**src/rtl/index_pkg.sv**
```systemverilog
// Shared index-bus definitions: width derivation, serializer state codes and
// the modular increment used wherever consecutive index slices are checked.
package index_pkg;

   localparam int SIZE_DEF = 16;
   localparam int K_DEF    = 4;

   localparam logic [0:0] ST_IDLE = 1'b0;
   localparam logic [0:0] ST_SEND = 1'b1;

   function automatic int idx_width(input int n);
      return (n <= 1) ? 1 : $clog2(n);
   endfunction

   // SIZE is a power of two, so masking is the modulo
   function automatic logic [31:0] wrap_inc(input logic [31:0] idx,
                                            input logic [31:0] n,
                                            input logic [31:0] size);
      return (idx + n) & (size - 32'd1);
   endfunction

endpackage

```
**src/rtl/window_serializer_seq_checker.sv**
```systemverilog
// Flags a packed word whose slices are not base, base+1, ... modulo SIZE.
module seq_checker
   import index_pkg::*;
#(
   parameter  int SIZE = SIZE_DEF,
   parameter  int K    = K_DEF,
   localparam int IW   = idx_width(SIZE)
) (
   input  logic [IW*K-1:0] in_data,
   output logic            err
);

   logic [K-1:0] bad;

   assign bad[0] = 1'b0;

   genvar gi;
   generate
      for (gi = 1; gi < K; gi++) begin : g_slice
         assign bad[gi] = (32'(in_data[IW*(gi+1)-1 -: IW]) !=
                           wrap_inc(32'(in_data[IW-1:0]), 32'(gi), 32'(SIZE)));
      end
   endgenerate

   assign err = |bad;

endmodule

```
**src/rtl/window_serializer.sv**
```systemverilog
// Accepts a packed word of K consecutive indices and replays it one index per
// beat on a valid/ready stream, counting words that break the sequence.
module window_serializer
   import index_pkg::*;
#(
   parameter  int SIZE = SIZE_DEF,
   parameter  int K    = K_DEF,
   localparam int IW   = idx_width(SIZE),
   localparam int CW   = idx_width(K)
) (
   input  logic            clk,
   input  logic            rst_n,
   input  logic            in_valid,
   output logic            in_ready,
   input  logic [IW*K-1:0] in_data,
   output logic            out_valid,
   input  logic            out_ready,
   output logic [IW-1:0]   out_data,
   output logic [CW-1:0]   out_idx,
   output logic            out_last,
   output logic            seq_err,
   output logic [7:0]      err_cnt
);

   logic [0:0]      state_reg;
   logic [IW*K-1:0] word_reg;
   logic [CW-1:0]   beat_reg;
   logic            seq_err_reg;
   logic [7:0]      err_cnt_reg;
   logic            chk_err;
   logic            accept;
   logic            beat_last;
   logic [IW-1:0]   slices [K];

   genvar gi;
   generate
      for (gi = 0; gi < K; gi++) begin : g_unpack
         assign slices[gi] = word_reg[IW*(gi+1)-1 -: IW];
      end
   endgenerate

   seq_checker #(.SIZE(SIZE), .K(K)) u_seq_checker (
      .in_data (in_data),
      .err     (chk_err)
   );

   assign beat_last = (beat_reg == CW'(K-1));
   assign out_valid = (state_reg == ST_SEND);
   assign out_data  = out_valid ? slices[beat_reg] : '0;
   assign out_idx   = beat_reg;
   assign out_last  = out_valid & beat_last;
   // Ready on the last beat lets the next word follow with no bubble
   assign in_ready  = rst_n & ((state_reg == ST_IDLE) | (out_valid & out_ready & out_last));
   assign accept    = in_valid & in_ready;
   assign seq_err   = seq_err_reg;
   assign err_cnt   = err_cnt_reg;

   always_ff @(posedge clk or negedge rst_n) begin
      if (!rst_n) begin
         state_reg   <= ST_IDLE;
         word_reg    <= '0;
         beat_reg    <= '0;
         seq_err_reg <= 1'b0;
         err_cnt_reg <= 8'd0;
      end else begin
         seq_err_reg <= accept & chk_err;
         if (accept & chk_err & (err_cnt_reg != 8'hFF))
            err_cnt_reg <= err_cnt_reg + 8'd1;

         if (accept) begin
            word_reg  <= in_data;
            beat_reg  <= '0;
            state_reg <= ST_SEND;
         end else if (out_valid & out_ready) begin
            if (beat_last) begin
               state_reg <= ST_IDLE;
               beat_reg  <= '0;
            end else begin
               beat_reg <= beat_reg + 1'b1;
            end
         end
      end
   end

endmodule

```
**config.mk**
```make
export PLATFORM = sky130hd
export DESIGN_NAME = window_serializer
export DESIGN_NICKNAME = d
export VERILOG_FILES = /design/src/rtl/index_pkg.sv /design/src/rtl/window_serializer_seq_checker.sv /design/src/rtl/window_serializer.sv
export SDC_FILE = /design/constraint.sdc
export NUM_CORES = 1
export LEC_CHECK = 0
export BUFFER_PORTS_ARGS = -buffer_cell sky130_fd_sc_hd__buf_2
export CORE_MARGIN = 10
export CORE_UTILIZATION = 55
export CTS_CLUSTER_DIAMETER = 200
export DETAILED_ROUTE_END_ITERATION = 8
export MAX_ROUTING_LAYER = met4
export PLACE_DENSITY = 0.78
export SLEW_MARGIN = 20
export SYNTH_ARGS = -nofsm -noshare
export SYNTH_HDL_FRONTEND = slang
export SYNTH_SLANG_ARGS = --single-unit
```
**constraint.sdc**
```tcl
create_clock -name clk -period 2.7 [get_ports clk]
set_input_delay 0 -clock clk [delete_from_list [all_inputs] [get_ports clk]]
set_output_delay 0 -clock clk [all_outputs]
set_load 0.005 [all_outputs]
```
-- After elaboration in Yosys (flattened, before gate mapping)
Cells that the tools add are included.
- $add $sub $neg: 5
- order comparisons: 1
- equal/unequal tests: 5
- multiplexer cells: 10
- bitwise operators: 10
- reductions and logical operators: 4
- operators with widths (kind ; count):
    $mux 4 ; 3
    $ne 4x4->1 ; 3
    $add 4x2->4 const B ; 2
    $add 8x1->8 const B ; 1
    $bmux 4 s2 ; 1
    $ne 8x8->1 const B ; 1
    $and 1x1->1 ; 7
    $mux 2 ; 3
    $add 4x1->4 const B ; 1
    $reduce_bool 2->1 ; 2
    $ge 3x3->1 const B ; 1
    $mux 1 ; 3
    $not 2->3 ; 1
    $reduce_or 3->1 ; 1
    $add 2x1->2 const B ; 1
    $eq 2x2->1 const B ; 1
    $reduce_and 2->1 ; 1
    $not 1->1 ; 1
    $or 1x1->1 ; 1
- bits in registers: 28
- input bits: 20
- output and inout port bits: 18
- logic and storage cells: 40

-- Longest topological paths before layout
- word-level depth: 8
- depth in mapped cells: 8
- depth with buffers taken out: 8

-- Hierarchy
A second synthesis with hierarchy kept.
- cell total of the unflattened synthesis: 133
- area total of the unflattened synthesis: 1625.3 um2
- by module, submodules not included (module ; instances ; cells an instance ; area each (um2) ; seq. area each (um2)):
    window_serializer ; 1 ; 99 ; 1365.1 ; 700.7
    seq_checker ; 1 ; 34 ; 260.2 ; 0.0

-- Worst setup path after synthesis
OpenSTA, ideal clock, no wires.
- path kind: register -> register
- start point: register beat_reg[1] (netlist: out_idx[1])
- end point: register err_cnt_reg[1] (netlist: err_cnt[1])
- setup time: 125 ps
- data arrival time: 1755 ps
- data required time: 2575 ps
- slack: 820 ps
- cell stages (with the launch flop): 9
- buffers on the path: 1
- period minus slack after synthesis: 1880 ps
- path through: dfrtp_1 ha_1 nand2_1 nand2_1 and3_1 clkbuf_1 o21ai_1 nor2_2 mux2_4
- longest elaborated chain between the ends: 8
- RTL lines (what ; line ; text):
    start, declared ; window_serializer.sv:27 ; logic [CW-1:0] beat_reg;
    start signal, assigned ; window_serializer.sv:79 ; beat_reg <= beat_reg + 1'b1;
    $eq 2x2->1 ; window_serializer.sv:47 ; assign beat_last = (beat_reg == CW'(K-1));
    $and 1x1->1 ; window_serializer.sv:51 ; assign out_last = out_valid & beat_last;
    $and 1x1->1 ; window_serializer.sv:53 ; assign in_ready = rst_n & ((state_reg == ST_IDLE) | (out_valid & out_ready & out_last));
    $or 1x1->1 ; window_serializer.sv:53 ;
    $and 1x1->1 ; window_serializer.sv:53 ;
    $and 1x1->1 ; window_serializer.sv:54 ; assign accept = in_valid & in_ready;
    $and 1x1->1 (2 in a row) ; window_serializer.sv:67 ; if (accept & chk_err & (err_cnt_reg != 8'hFF))
    end signal, assigned ; window_serializer.sv:68 ; err_cnt_reg <= err_cnt_reg + 8'd1;
    end, declared ; window_serializer.sv:29 ; logic [7:0] err_cnt_reg;
No other way between the ends.
A chain may end at the register's enable or synchronous reset.

-- Final worst setup path
- start point: register beat_reg[0] (netlist: out_idx[0])
- end point: register err_cnt_reg[1] (netlist: err_cnt[1])
Same word-level chain as after synthesis.

==> flow_summary.yaml <==
power_and_ir_drop:
  cellPowerDensity_nw_per_um2: 789
  p_leak_uw: 0.00103
  p_total_uw: 1580
  max-vdd-ir-drop_uv: 690
yosys:
  syn_inst: 167
  synth_edf_count: 0
  synthFlopType: "dfrtp_1"
  ys_seq_area_frac: 0.443
  synth_area_per_cell_um2: 9.48
  yosysWarnings: 0
  syn_area_um2: 1580
  ys_ff_latch: 28
  async_flop_share: 1.00
  synth_cell_types: 34
  syn_nets: 193
clock_tree:
  cts_root_buf: "clkbuf_4"
  cts_made_buffers: 3
  clkSinkCount: 28
  clock_latency_ns: 0.33
  cts_tree: "yes"
  cts.clk_slew.worst_paths_ns: 0.16
  cts-htree-levels: 1
  clock_path_buffers: 2
global_routing:
  grt_max_degree: 24
  grt_overflow_total: 0
  antenna_found_initial: 0
  grt_pass1_wl_um: 6440
  track_usage: 0.150
  grt_pass1_vias: 1401
critical_path:
  critPathLaunchType: "register"
  endpoint_kind: "register"
  critPathKind: "register to register"
  path_max_fanout: 8
  arrival_ns: 2.22
  crit_required_ns: 2.94
sta:
  rsz0062_at_grt: "false"
  max_slew_margin: 0.726
  hold_violations: 0
  slew_viol_final: 0
  period_share: 0.735
  setup_violations: 0
  hold_slack_ns: 0.0171
  setup_tns_ns: 0
  fin_skew_ns: 0.0110
  fmax_ghz: 0.504
  final.min_clock_period_ns: 1.98
  worst_pin_slew_ns: 0.411
placed_design:
  dpl.hpwl_um: 2850
  port_buffers: 37
  routabilityCongestion: 0.796
  placed_area_um2: 1810
  place_inst: 232
finish:
  final_nets: 248
  area_delta_synth_final_pct: 26.5
  drive_gt1_frac: 0.244
  final_cells: 252
  diodes: 0
  final_area_um2: 2000
  largest_register_ffs: 16
  layout_commonest_cell: "nand2_1"
  final_cell_mix: "55 x nand2_1, 37 x buf_2, 28 x dfrtp_1, 16 x dlygate4sd3_1, 10 x xor2_1"
drt:
  drt_iter0_drc: 71
  wl_um: 3920
  route.detailed.drc: 0
  num_vias: 1386
  drtPass1Iterations: 4
  wl_per_cell_um: 15.5
  via_per_inst: 5.50
  ant_nets: 0
worst_hold_path:
  hp-class: "input port to asynchronous set/reset pin"
floorplan:
  core_um2: 2760
  die_width_um: 73.6
  start_util: 0.574
  io-pin-count: 38
  num_rows: 19
  die_area_um2: 5420
  die_h_um: 73.6
run:
  drv_cap: 0
run_status:
  status: "finished, final reports clean"
## cells by family (layout without fill, tap and decap cells)
| logic type | count (synthesis) | in the layout | share of synthesized area |
|---|---|---|---|
| buffers and inverters | 8 | 62 | 0.0198 |
| muxes | 7 | 7 | 0.0822 |
| xor gates and xnor gates | 12 | 12 | 0.0664 |
| adders and majority gates | 6 | 6 | 0.0474 |
| and+or+nand+nor | 93 | 93 | 0.276 |
| AOI/OAI and AO/OA | 13 | 13 | 0.0656 |
| DFF | 28 | 28 | 0.443 |
## report_power, final
part           internal [uW]  switching [uW]  total (uW)
registers                590             166         757
clock network           82.5             124         207
logic                    336             281         617
## stage by stage
step,utilization,setup slack [ns]
floorplan,-,0.820
global placement,0.655,0.701
detailed placement,0.655,0.662
CTS,0.726,0.691
global route,0.726,0.525
finish,0.726,0.716
## cells in the mapped netlist, types with 2 or more instances
cell	n	area (um2)
a31oi_1	2	12.5
nor4bb_1	2	20.0
dfrtp_1	28	701
nand3_1	5	25.0
mux4_2	4	90.1
o21ai_0	2	10.0
nand2_1	55	206
mux2_4	2	30.0
clkbuf_1	5	18.8
inv_1	2	7.51
nand4_1	3	18.8
a21oi_1	5	25.0
ha_1	6	75.1
xnor2_1	2	17.5
nor3_1	5	25.0
xor2_1	10	87.6
and2_1	7	43.8
nor2_1	6	22.5
## worst max-delay path, stage by stage (launching register included)
cell	delay, ns
dfrtp_1	0.62
ha_1	0.28
nand2_1	0.06
nand2_1	0.09
and3_1	0.19
o21ai_1	0.15
nor2_2	0.18
mux2_4	0.31
## routing by layer
layer,global-route usage,part of all wire,up-vias
li1,-,-,671
met1,0.174,0.42,676
met2,0.263,0.52,37
met3,0.0296,0.052,2
met4,0.0311,0.0033,0
met5,-,0,-
## area by class of cell
class	instances	area [um2]
Tap cell	31	38.8
Multi-Input combinational cell	131	851
Fill cell	212	756
Inverter	2	7.51
Sequential cell	28	701
Clock buffer	4	36.3
Timing Repair Buffer	56	368
## worst paths after layout
path | startpoint | endpoint | slack, ns | cells past startpoint
min | rst_n | seq_err | 0.02 | 2
max in group asynchronous | rst_n | err_cnt[3] | 2.15 | 3
max reg2reg | out_idx[0] | err_cnt[1] | 0.72 | 7
min in group clk | in_data[1] | word_reg[1] | 0.02 | 3
min reg2reg | word_reg[10] | word_reg[10] | 0.49 | 2
max | out_idx[0] | err_cnt[1] | 0.72 | 7
## timing repair
item,CTS,global route
hold buffers,16,0
hold endpoints to repair,44,0
buffers inserted,0,0
resized for setup,0,0
(Power assumes the default switching activity.)
